File: config.mk
export PLATFORM = sky130hd
export DESIGN_NAME = periph_send_arbiter
export DESIGN_NICKNAME = d
export VERILOG_FILES = /design/src/rtl/periph_pkg.sv /design/src/rtl/rr_arbiter.sv /design/src/rtl/periph_send_arbiter.sv
export SDC_FILE = /design/constraint.sdc
export NUM_CORES = 1
export LEC_CHECK = 0
export ABC_AREA = 1
export BUFFER_PORTS_ARGS = -buffer_cell sky130_fd_sc_hd__buf_4
export CORE_ASPECT_RATIO = 0.5
export CORE_UTILIZATION = 40
export CTS_CLUSTER_DIAMETER = 150
export DETAILED_ROUTE_END_ITERATION = 6
export PLACE_DENSITY = 0.75
export SYNTH_ARGS = -nofsm -noshare
export SYNTH_HDL_FRONTEND = slang
export SYNTH_SLANG_ARGS = --single-unit
File: constraint.sdc
create_clock -name clk -period 1.95 [get_ports clk]
set_input_delay 0.4875 -clock clk [delete_from_list [all_inputs] [get_ports clk]]
set_output_delay 0.4875 -clock clk [all_outputs]
set_load 0.005 [all_outputs]
File: src/rtl/periph_pkg.sv
// Shared types and handshake encodings for the peripheral send arbiter.
package periph_pkg;

   typedef enum logic [2:0] {
      IDLE,
      SEND,
      RELEASE,
      DONE,
      ERR
   } state_t;

   localparam logic [1:0] SEND_IDLE = 2'b00;
   localparam logic [1:0] SEND_REQ  = 2'b01;
   localparam logic [1:0] ACK_IDLE  = 2'b00;
   localparam logic [1:0] ACK_OK    = 2'b01;

   // Next round-robin start position after index idx, wrapping at n.
   function automatic int rr_next(input int idx, input int n);
      return (idx + 1 >= n) ? 0 : idx + 1;
   endfunction

endpackage

File: src/rtl/rr_arbiter.sv
// Combinational round-robin pick: first requester at or above ptr, with wrap.
module rr_arbiter #(
   parameter int NUM_REQ = 2
) (
   input  logic [NUM_REQ-1:0]         req,
   input  logic [$clog2(NUM_REQ)-1:0] ptr,
   output logic [NUM_REQ-1:0]         onehot,
   output logic [$clog2(NUM_REQ)-1:0] idx,
   output logic                       any
);

   localparam int IDX_W = $clog2(NUM_REQ);

   // Scan NUM_REQ positions starting at ptr; the first active request wins.
   always_comb begin
      int cand;
      cand   = 0;
      onehot = '0;
      idx    = '0;
      any    = 1'b0;
      for (int off = 0; off < NUM_REQ; off++) begin
         cand = int'(ptr) + off;
         if (cand >= NUM_REQ) cand = cand - NUM_REQ;
         if (!any && req[cand]) begin
            any          = 1'b1;
            idx          = IDX_W'(cand);
            onehot[cand] = 1'b1;
         end
      end
   end

endmodule

File: src/rtl/periph_send_arbiter.sv
// Round-robin arbiter that runs the 4-phase send/ack handshake to one shared
// output peripheral on behalf of the granted requester, with a stall watchdog.
module periph_send_arbiter
   import periph_pkg::*;
#(
   parameter int NUM_REQ = 2,
   parameter int DATA_W  = 16,
   parameter int TIMEOUT = 16
) (
   input  logic                      clk,
   input  logic                      rst,
   input  logic [NUM_REQ-1:0]        req,
   input  logic [NUM_REQ*DATA_W-1:0] req_dado,
   output logic [NUM_REQ-1:0]        gnt,
   output logic [NUM_REQ-1:0]        done,
   output logic [NUM_REQ-1:0]        err,
   output logic [DATA_W-1:0]         dado,
   output logic [1:0]                send,
   input  logic [1:0]                ack
);

   localparam int IDX_W  = $clog2(NUM_REQ);
   localparam int TCNT_W = $clog2(TIMEOUT) + 1;
   localparam logic [TCNT_W-1:0] TLAST = TCNT_W'(TIMEOUT - 1);

   state_t              state, state_n;
   logic [NUM_REQ-1:0]  gnt_n, done_n, err_n;
   logic [DATA_W-1:0]   dado_n;
   logic [1:0]          send_n;
   logic [IDX_W-1:0]    ptr, ptr_n;
   logic [IDX_W-1:0]    win, win_n;
   logic [TCNT_W-1:0]   tcnt, tcnt_n;
   logic [IDX_W-1:0]    ptr_inc;

   logic [NUM_REQ-1:0]  arb_onehot;
   logic [IDX_W-1:0]    arb_idx;
   logic                arb_any;

   rr_arbiter #(
      .NUM_REQ(NUM_REQ)
   ) u_arb (
      .req    (req),
      .ptr    (ptr),
      .onehot (arb_onehot),
      .idx    (arb_idx),
      .any    (arb_any)
   );

   assign ptr_inc = IDX_W'(rr_next(int'(win), NUM_REQ));

   // State and every output register; reset clears all of them.
   always_ff @(posedge clk) begin
      if (rst) begin
         state <= IDLE;
         gnt   <= '0;
         done  <= '0;
         err   <= '0;
         dado  <= '0;
         send  <= SEND_IDLE;
         ptr   <= '0;
         win   <= '0;
         tcnt  <= '0;
      end else begin
         state <= state_n;
         gnt   <= gnt_n;
         done  <= done_n;
         err   <= err_n;
         dado  <= dado_n;
         send  <= send_n;
         ptr   <= ptr_n;
         win   <= win_n;
         tcnt  <= tcnt_n;
      end
   end

   // Next-state and next-output logic; done/err default low so they pulse.
   always_comb begin
      state_n = state;
      gnt_n   = gnt;
      done_n  = '0;
      err_n   = '0;
      dado_n  = dado;
      send_n  = send;
      ptr_n   = ptr;
      win_n   = win;
      tcnt_n  = tcnt;
      case (state)
         IDLE: begin
            gnt_n  = '0;
            send_n = SEND_IDLE;
            tcnt_n = '0;
            // Only grant once the peripheral has dropped its previous ack.
            if (arb_any && ack == ACK_IDLE) begin
               gnt_n   = arb_onehot;
               win_n   = arb_idx;
               dado_n  = req_dado[int'(arb_idx)*DATA_W +: DATA_W];
               send_n  = SEND_REQ;
               state_n = SEND;
            end
         end
         SEND: begin
            if (ack == ACK_OK) begin
               send_n  = SEND_IDLE;
               tcnt_n  = '0;
               state_n = RELEASE;
            end else if (tcnt == TLAST) begin
               send_n  = SEND_IDLE;
               err_n   = gnt;
               ptr_n   = ptr_inc;
               state_n = ERR;
            end else begin
               tcnt_n = tcnt + TCNT_W'(1);
            end
         end
         RELEASE: begin
            send_n = SEND_IDLE;
            if (ack == ACK_IDLE) begin
               done_n  = gnt;
               ptr_n   = ptr_inc;
               state_n = DONE;
            end else if (tcnt == TLAST) begin
               err_n   = gnt;
               ptr_n   = ptr_inc;
               state_n = ERR;
            end else begin
               tcnt_n = tcnt + TCNT_W'(1);
            end
         end
         DONE: begin
            gnt_n   = '0;
            state_n = IDLE;
         end
         ERR: begin
            gnt_n   = '0;
            send_n  = SEND_IDLE;
            state_n = IDLE;
         end
         default: begin
            gnt_n   = '0;
            send_n  = SEND_IDLE;
            state_n = IDLE;
         end
      endcase
   end

endmodule

# --- Word-level counts from Yosys, hierarchy flattened ---
# Cells that the tools add are included.
word_totals:
  reg_bits: 34
  in_bits: 38
  out_inout_bits: 24
  word_cells: 92
op_classes:
  add_sub_neg: 5
  order_cmp: 7
  n_eq_ne: 9
  shift: 1
  mux: 42
  bitwise_logic: 4
  reduce_logical: 15
ops:
  columns: ["cell", "count"]
  rows:
  - ["32-bit by 1-bit >= comparator with 1-bit output (second input constant)", 2]
  - ["32-bit by 3-bit < comparator with 1-bit output (second input constant)", 2]
  - ["32-bit two-way mux", 2]
  - ["32-bit by 3-bit >= comparator with 1-bit output (second input constant)", 1]
  - ["32-bit by 6-bit variable part select with 16-bit output", 1]
  - ["32-bit by 3-bit subtractor with 32-bit output (second input constant)", 1]
  - ["1-bit two-way mux", 17]
  - ["2-bit two-way mux", 8]
  - ["5-bit two-way mux", 3]
  - ["5-bit one-hot mux with 3 select lines", 1]
  - ["3-bit two-way mux", 4]
  - ["3-bit one-hot mux with 3 select lines", 1]
  - ["2-bit one-hot mux with 2 select lines", 2]
  - ["2-bit AND reduction", 4]
  - ["3-bit by 2-bit == test with 1-bit output (second input constant)", 2]
  - ["2-bit inequality test (second input constant)", 3]
  - ["2-bit one-hot mux with 3 select lines", 1]
  - ["5-bit by 1-bit adder with 5-bit output (second input constant)", 1]
  - ["5-bit by 4-bit == test with 1-bit output (second input constant)", 1]
  - ["1-bit by 1-bit adder with 2-bit output (second input constant)", 2]
  - ["1-bit logical AND", 4]
  - ["3-bit by 1-bit == test with 1-bit output (second input constant)", 1]
  - ["3-bit logical NOT", 1]
  - ["3-bit inequality test (second input constant)", 1]
  - ["14 further kinds", 17]

# --- Logic depth before layout (Yosys ltp) ---
# Gate-level depths: netlist (run 1).
logic_depth:
  ltp_word: 12
  depth_mapped: 9
  depth_no_buf: 8

# --- Cells and area by module ---
# From an unflattened synthesis (run 1), not the netlist that was laid out.
hier_totals:
  hier_cells: 218
  hier_area_um2: 1624.1
modules_own_cells:
  columns: ["mod", "instances", "cells_per_inst", "area_per_inst_um2", "seq_area_each_um2"]
  rows:
  - ["periph_send_arbiter", 1, 204, 1569.0, 660.6]
  - ["rr_arbiter", 1, 14, 55.1, 0.0]

# --- Worst setup path before layout (run 1) ---
# No wires, ideal clock.
synth_path:
  kind: "in2reg"
  startpoint: "input req[0]"
  endpoint: "register dado[10]"
  setup_time_ps: 140
  arrival_ps: 1149
  required_time_ps: 1810
  slack_ps: 661
  path_stages: 7
  path_buffers: 1
  path_cell_list: "nor2_1 > nor2_4 > nand2_8 > clkinv_4 > buf_12 > nand2_2 > a21oi_2"
synth_between:
  elab_chain_len: 9
  elab_cells_between_ends: 15
  cone_classes: "1 x shift; 10 x mux; 4 x reduce/logical"
synth_rtl:
  columns: ["item", "line", "rtl"]
  rows:
  - ["start, declared", "periph_send_arbiter.sv:12", "input logic [NUM_REQ-1:0] req,"]
  - ["branches (longest 9 deep; another with 32-bit by 6-bit variable part select with 16-bit output)", null, null]
  - ["end signal, assigned", "periph_send_arbiter.sv:68", "dado <= dado_n;"]
  - ["end, declared", "periph_send_arbiter.sv:17", "output logic [DATA_W-1:0] dado,"]
# Several ways; the timed one is not identified. The select of a mux whose other input is x is not followed.
# A chain may end at the register's enable or synchronous reset.

# --- Worst setup path after layout (run 1) ---
layout_path:
  startpoint: "register tcnt[0]"
  endpoint: "register err[0]"
layout_between:
  elab_chain_len: 4
  elab_cells_between_ends: 5
  cone_classes: "1 x eq/ne; 4 x mux"
layout_rtl:
  columns: ["item", "line", "rtl"]
  rows:
  - ["start, declared", "periph_send_arbiter.sv:32", "logic [TCNT_W-1:0] tcnt, tcnt_n;"]
  - ["start signal, assigned", "periph_send_arbiter.sv:72", "tcnt <= tcnt_n;"]
  - ["5-bit by 4-bit == test with 1-bit output *", "periph_send_arbiter.sv:106, periph_send_arbiter.sv:121", null]
  - ["2-bit two-way mux *", "periph_send_arbiter.sv:106, periph_send_arbiter.sv:121", null]
  - ["2-bit two-way mux (on tied branches)", "periph_send_arbiter.sv:117, periph_send_arbiter.sv:102", null]
  - ["2-bit one-hot mux with 2 select lines *", "periph_send_arbiter.sv:87", "case (state)"]
  - ["end signal, assigned", "periph_send_arbiter.sv:67", "err <= err_n;"]
  - ["end, declared", "periph_send_arbiter.sv:16", "output logic [NUM_REQ-1:0] err,"]
# Every way passes the cells marked *; elsewhere a longest branch is shown, timed or not.

==> results.yml, run 1 <==
grt:
  grt_pass1_wl_um: 6070
  grt_pass1_vias: 1409
  antenna_found_initial: 0
  grt_max_degree: 25
  grt_overflow_total: 0
  track_usage_pct: 18.1
logic_synthesis:
  synth_common_cells: "nand2_1 (101), dfxtp_1 (33), nor2_1 (18), a21oi_1 (17), inv_1 (17)"
  synth_seq_cells: 33
  synth_edf_count: 0
  ys.flop_type: "dfxtp_1"
  synth_area_per_cell_um2: 6.85
  synth.top_cell.area_share_pct: 39.7
  synth_area_mm2: 0.00167
  syn_inst: 243
  yosysTopAreaCell: "dfxtp_1"
  yosysSeqAreaShare_pct: 39.7
  syn-num-nets: 282
  ys_warn_count: 0
  synth_area_leaders: "dfxtp_1 (40%), nand2_1 (23%), a21oi_2 (5.3%)"
  async_flop_share_pct: 0
  yosys.cell_count.top_type: "nand2_1"
  synth.distinct_cells: 27
timing:
  tns_ns: 0
  hold_viol_final: 0
  setup_violations: 0
  fmax_mhz: 656
  maxSlewViolCount: 0
  finClkSkew_ns: 0.00448
  rsz0062_at_grt: "false"
  fin_crit_ns: 1.53
  finalCritPeriodShare_pct: 78.2
  worst_slack_ns: 0.425
setup_path:
  max_stage_delay_ns: 0.40
  end_kind: "flop"
  worst_setup_path_start_kind: "flop"
  path_delay_family: "simple AND/OR/NAND/NOR gates"
  critical_path_class: "flop to flop"
  cp.required_ns: 2.16
  critPathBufInv: 2
  cp_data_arrival_time_ns: 1.74
  path_cells: "ha_1 -> nand2_1 -> inv_1 -> nand3_1 -> inv_1 -> nand3_1 -> nor2_1"
  timing.critical_path.fanout_max: 8
  critical_path.slowest_cell: "dfxtp_1"
power:
  seqPwrFrac_pct: 46.2
  pwr-share-clk_pct: 36.7
  swShare_pct: 26.3
  p_sw_w: 0.000408
  combPwrFrac_pct: 17.1
  power_leakage_nw: 1.08
  power_density_mw_per_mm2: 693
  irDropWorstVdd_mv: 0.328
  intPower_w: 0.00114
drt:
  drc: 0
  dr.pass1.iters: 4
  final_antenna_net_count: 0
  wl_um: 3970
  via_count: 1650
  drt_iter0_drc: 60
  wl_per_cell_um: 11.1
  vias_per_cell: 4.60
final_layout:
  drive_gt1_share_pct: 32.8
  area_delta_synth_final_pct: 34.3
  nets: 343
  fill_cells: 374
  diodes: 0
clocking:
  cts.sinks: 33
  holdBufCountCts: 0
  cts_max_level: 2
  cts_setup_buffers: 0
  cts.repair.resized: 0
  insertion_delay_ns: 0.28
  ctsLongestPathBuffers: 2
  cts_buffers: 5
  clk_pin_slew_worst_paths_ns: 0.07
  root_buffer: "clkbuf_8"
  tritoncts: "done"
placement:
  pre_cts_slack_ns: 0.430
  hpwl_um: 2940
  gp_congestion: 0.846
  port_buffers: 60
floorplanning:
  rows: 16
  io_pins: 62
  dieWidth_um: 93.3
  initial_core_util_pct: 42.2
  coreArea_mm2: 0.00394
  die_area_mm2: 0.00444
  die-height_um: 47.6
hold_path:
  hold_path_class: "flop to flop"
status:
  status: "complete, no violations"
run:
  drv_cap: 0
cell type report:
class                      count  area, µm²  share of cell area (%)
tap                           54       67.6                    3.02
clock buffer                   7       96.3                    4.31
sequential                    33        661                    29.5
timing repair buffer          61        458                    20.5
multi-input combinational    182        863                    38.6
clock inverter                 1       5.00                   0.224
inverter                      21       86.3                    3.86
metrics by stage:
stage	utilization, %	area (µm²)	std cells	power, W	hold slack, ns
final	56.7	2240	359	0.00155	0.452
after global routing	56.7	2240	359	0.00163	0.472
after CTS	56.7	2240	359	0.00156	0.454
after detailed placement	54.2	2140	351	0.000997	0.443
after global placement	54.2	2140	351	0.000988	0.434
after floorplan	-	1670	243	0.000888	0.424
path summary, 6_finish.rpt:
check	startpoint	to	slack, ns	depth (start not counted)
max	tcnt[0]	err[0]	0.42	7
min	tcnt[4]	tcnt[4]	0.45	2
max reg2reg	tcnt[0]	err[0]	0.42	7
min reg2reg	tcnt[4]	tcnt[4]	0.45	2
tightest hold or removal path: cells and delay by family (launching register included):
kind          cells  cell delay [ns]
flops             1             0.31
simple gates      2             0.10
flip-flops by register name (all words and copies together), names as in the netlist:
signal and cells:
dado 16, tcnt 5, state 3, done 2
err 2, gnt 2, ptr 1, send 1
win 1
kinds of logic after synthesis:
kind of cell	Yosys count	share of synthesized area, %
compound gates	32	12.0
fa+ha+maj	1	0.751
buf+inv	28	8.49
flops	33	39.7
other cells	1	0.225
simple gates	148	38.8
layout by cell type, fill, tap and decap left out, drive strengths merged:
| cell type | synthesis | final |
|---|---|---|
| o211ai | 1 | 1 |
| nand2 | 114 | 114 |
| inv | 20 | 20 |
| conb | 1 | 1 |
| nand3b | 1 | 1 |
| nand3 | 9 | 9 |
| nor2 | 21 | 21 |
| o21ai | 4 | 4 |
| clkbuf | 1 | 7 |
| ha | 1 | 1 |
| clkinv | 1 | 2 |
| a21oi | 27 | 27 |
| buf | 6 | 61 |
| nand4 | 3 | 3 |
| dfxtp | 33 | 33 |
power groups by stage:
stage               Clock (W)  Sequential, W  Combinational, W
floorplan                   0       0.000730          0.000158
global placement            0       0.000732          0.000257
detailed placement          0       0.000732          0.000265
CTS                  0.000574       0.000717          0.000266
global route         0.000615       0.000718          0.000294
finish               0.000569       0.000717          0.000264
layer usage:
metal / share of wire [%] / wire [µm] / vias to the layer above / global-route usage [%]
li1: - / - / 874 / -
met1: 46 / 1810 / 741 / 20.1
met2: 51 / 2010 / 31 / 34.7
met3: 3.1 / 123 / 4 / 5.24
met4: 0.58 / 23 / 0 / 6.77
met5: 0 / 0 / - / 0
(Power assumes the default switching activity.)
==> run 2: changes to the inputs <==
- PLACE_DENSITY: 0.75 -> 0.78
- clock period: 1.95 -> 1.4 ns (I/O delays scaled with it)
==> run 2 against run 1 <==
Net effect:
- the run now ends with design-rule violations left
- clock power is 40% higher
- clock skew about the same
- via count grew 3.6%
- utilization rose by 1.1 points
- fmax up 19%
- non-clock buffer count up 4
- first-iteration DRC count shrank 22%
- sequential power is 39% higher
- global-route usage rose by 1.0 points
- clock-buffer cell count stayed put
==> results.yml, run 2 (synthesis results as in run 1) <==
status:
  status: "finished with violations"
  violations: "design-rule violations"
hold_path:
  min_from: "rst"
  hold_end: "tcnt[3]"
  whs_path_depth: 2
  hold_path_class: "input pin to flop"
setup_path:
  critical_path_class: "flop to flop"
  cp_data_arrival_time_ns: 1.50
  startpoint: "state[0]"
  timing.critical_path.fanout_max: 5
  reg2reg_from: "state[0]"
  cp.required_ns: 1.62
  end_kind: "flop"
  worst_setup_path_start_kind: "flop"
  r2r_setup_slack_ns: 0.12
  r2r_end: "err[1]"
  r2r_cells: 5
timing:
  tns_ns: 0
  maxSlewViolCount: 0
  setup_violations: 0
  whs_ns: 0.283
  rsz0062_at_grt: "false"
  finClkSkew_ns: 0.00486
  hold_viol_final: 0
  fin_crit_ns: 1.28
  finalCritPeriodShare_pct: 91.3
  fmax_mhz: 782
power:
  irDropWorstVdd_mv: 0.412
  power_density_mw_per_mm2: 955
  power_leakage_nw: 1.10
  power_w: 0.00218
placement:
  gp_congestion: 0.796
  hpwl_um: 2950
  port_buffers: 60
clocking:
  holdBufCountCts: 0
  insertion_delay_ns: 0.29
  cts_buffers: 5
  root_buffer: "clkbuf_8"
  cts.sinks: 33
  cts_setup_buffers: 0
  ctsLongestPathBuffers: 2
  tritoncts: "done"
  clk_pin_slew_worst_paths_ns: 0.07
  cts_max_level: 2
run:
  drv_cap: 0
grt:
  grt_max_degree: 20
  antenna_found_initial: 0
  grt_pass1_vias: 1540
  track_usage_pct: 19.1
  grt_pass1_wl_um: 6440
  grt_overflow_total: 0
floorplanning:
  die-height_um: 47.6
  die_area_mm2: 0.00444
  dieWidth_um: 93.3
  initial_core_util_pct: 42.2
  coreArea_mm2: 0.00394
  io_pins: 62
  rows: 16
drt:
  drt_iter0_drc: 47
  wl_um: 4040
  vias_per_cell: 4.71
  via_count: 1710
  final_antenna_net_count: 0
  drc: 1
  wl_per_cell_um: 11.1
  dr.pass1.iters: 6
final_layout:
  top_register: "dado"
  area_delta_synth_final_pct: 36.9
  largest_reg_flops: 16
  final_cell_mix: "nand2_1 (101), buf_4 (65), dfxtp_1 (33)"
  final_common_cell: "nand2_1"
  reg.largest.list: "dado: 16 flops, tcnt: 5 flops, state: 3 flops"
  nets: 347
  diodes: 0
  drive_gt1_share_pct: 34.3
==> run 2: cell count changes in the layout (fill, tap and decap cells not counted) <==
cell	before	now
inv_2	2	3
inv_1	17	16
nand3_4	0	1
nand3_1	8	7
buf_4	61	65
==> run 2: cell type report <==
type / count / area, µm²
Clock buffer: 7 / 96.3
Clock inverter: 1 / 5.00
Fill cell: 369 / 1660
Inverter: 21 / 86.3
Multi-Input combinational cell: 182 / 876
Sequential cell: 33 / 661
Tap cell: 54 / 67.6
Timing Repair Buffer: 65 / 488
==> run 2: through the flow <==
step                      worst slack (ns)  util (%)  instances  cell area, µm²
final                                0.121      57.8        363            2280
after global routing                0.0115      57.8        363            2280
after CTS                            0.100      57.6        363            2270
after floorplan                      0.156         -        243            1670
after global placement              0.0748      54.9        355            2170
after detailed placement           0.00812      54.9        355            2170
==> run 2: metal layers <==
metal | up-vias | part of all wire [%] | routed length, µm | GRT usage [%]
met5 | - | 0 | 0 | 0
met4 | 0 | 1.8 | 72 | 9.54
met2 | 37 | 48 | 1950 | 35.3
met1 | 773 | 45 | 1830 | 21.4
met3 | 12 | 4.6 | 185 | 5.71
li1 | 888 | - | - | -
==> run 2: critical path: stages, from the launching register on <==
cell and delay (ns):
dfxtp_1 0.36, inv_2 0.12, nand3b_1 0.17, o21ai_1 0.26, nand3_1 0.18, nor2_1 0.13
==> run 2: worst max path at each step <==
stage	slack (ns)	depth (start not counted)	end
2_1_floorplan	0.16	8	state[0]
3_3_place_gp	0.07	7	gnt[1]
3_5_place_dp	0.008	8	state[0]
4_1_cts	0.1	7	err[1]
5_1_grt	0.01	6	tcnt[2]
6_report	0.12	5	err[1]
==> run 2: where the power goes <==
group / internal [W] / total [W] / switching [W] / leakage [nW]
clock network: 0.000444 / 0.000799 / 0.000354 / 0.0542
logic: 0.000180 / 0.000382 / 0.000201 / 0.780
registers: 0.000973 / 0.000996 / 0.0000230 / 0.268
==> run 2: what timing repair did <==
item,in CTS,in global routing
resized for setup,1,2
pin swaps,0,0
hold endpoints to repair,0,0
setup endpoints to repair,1,6
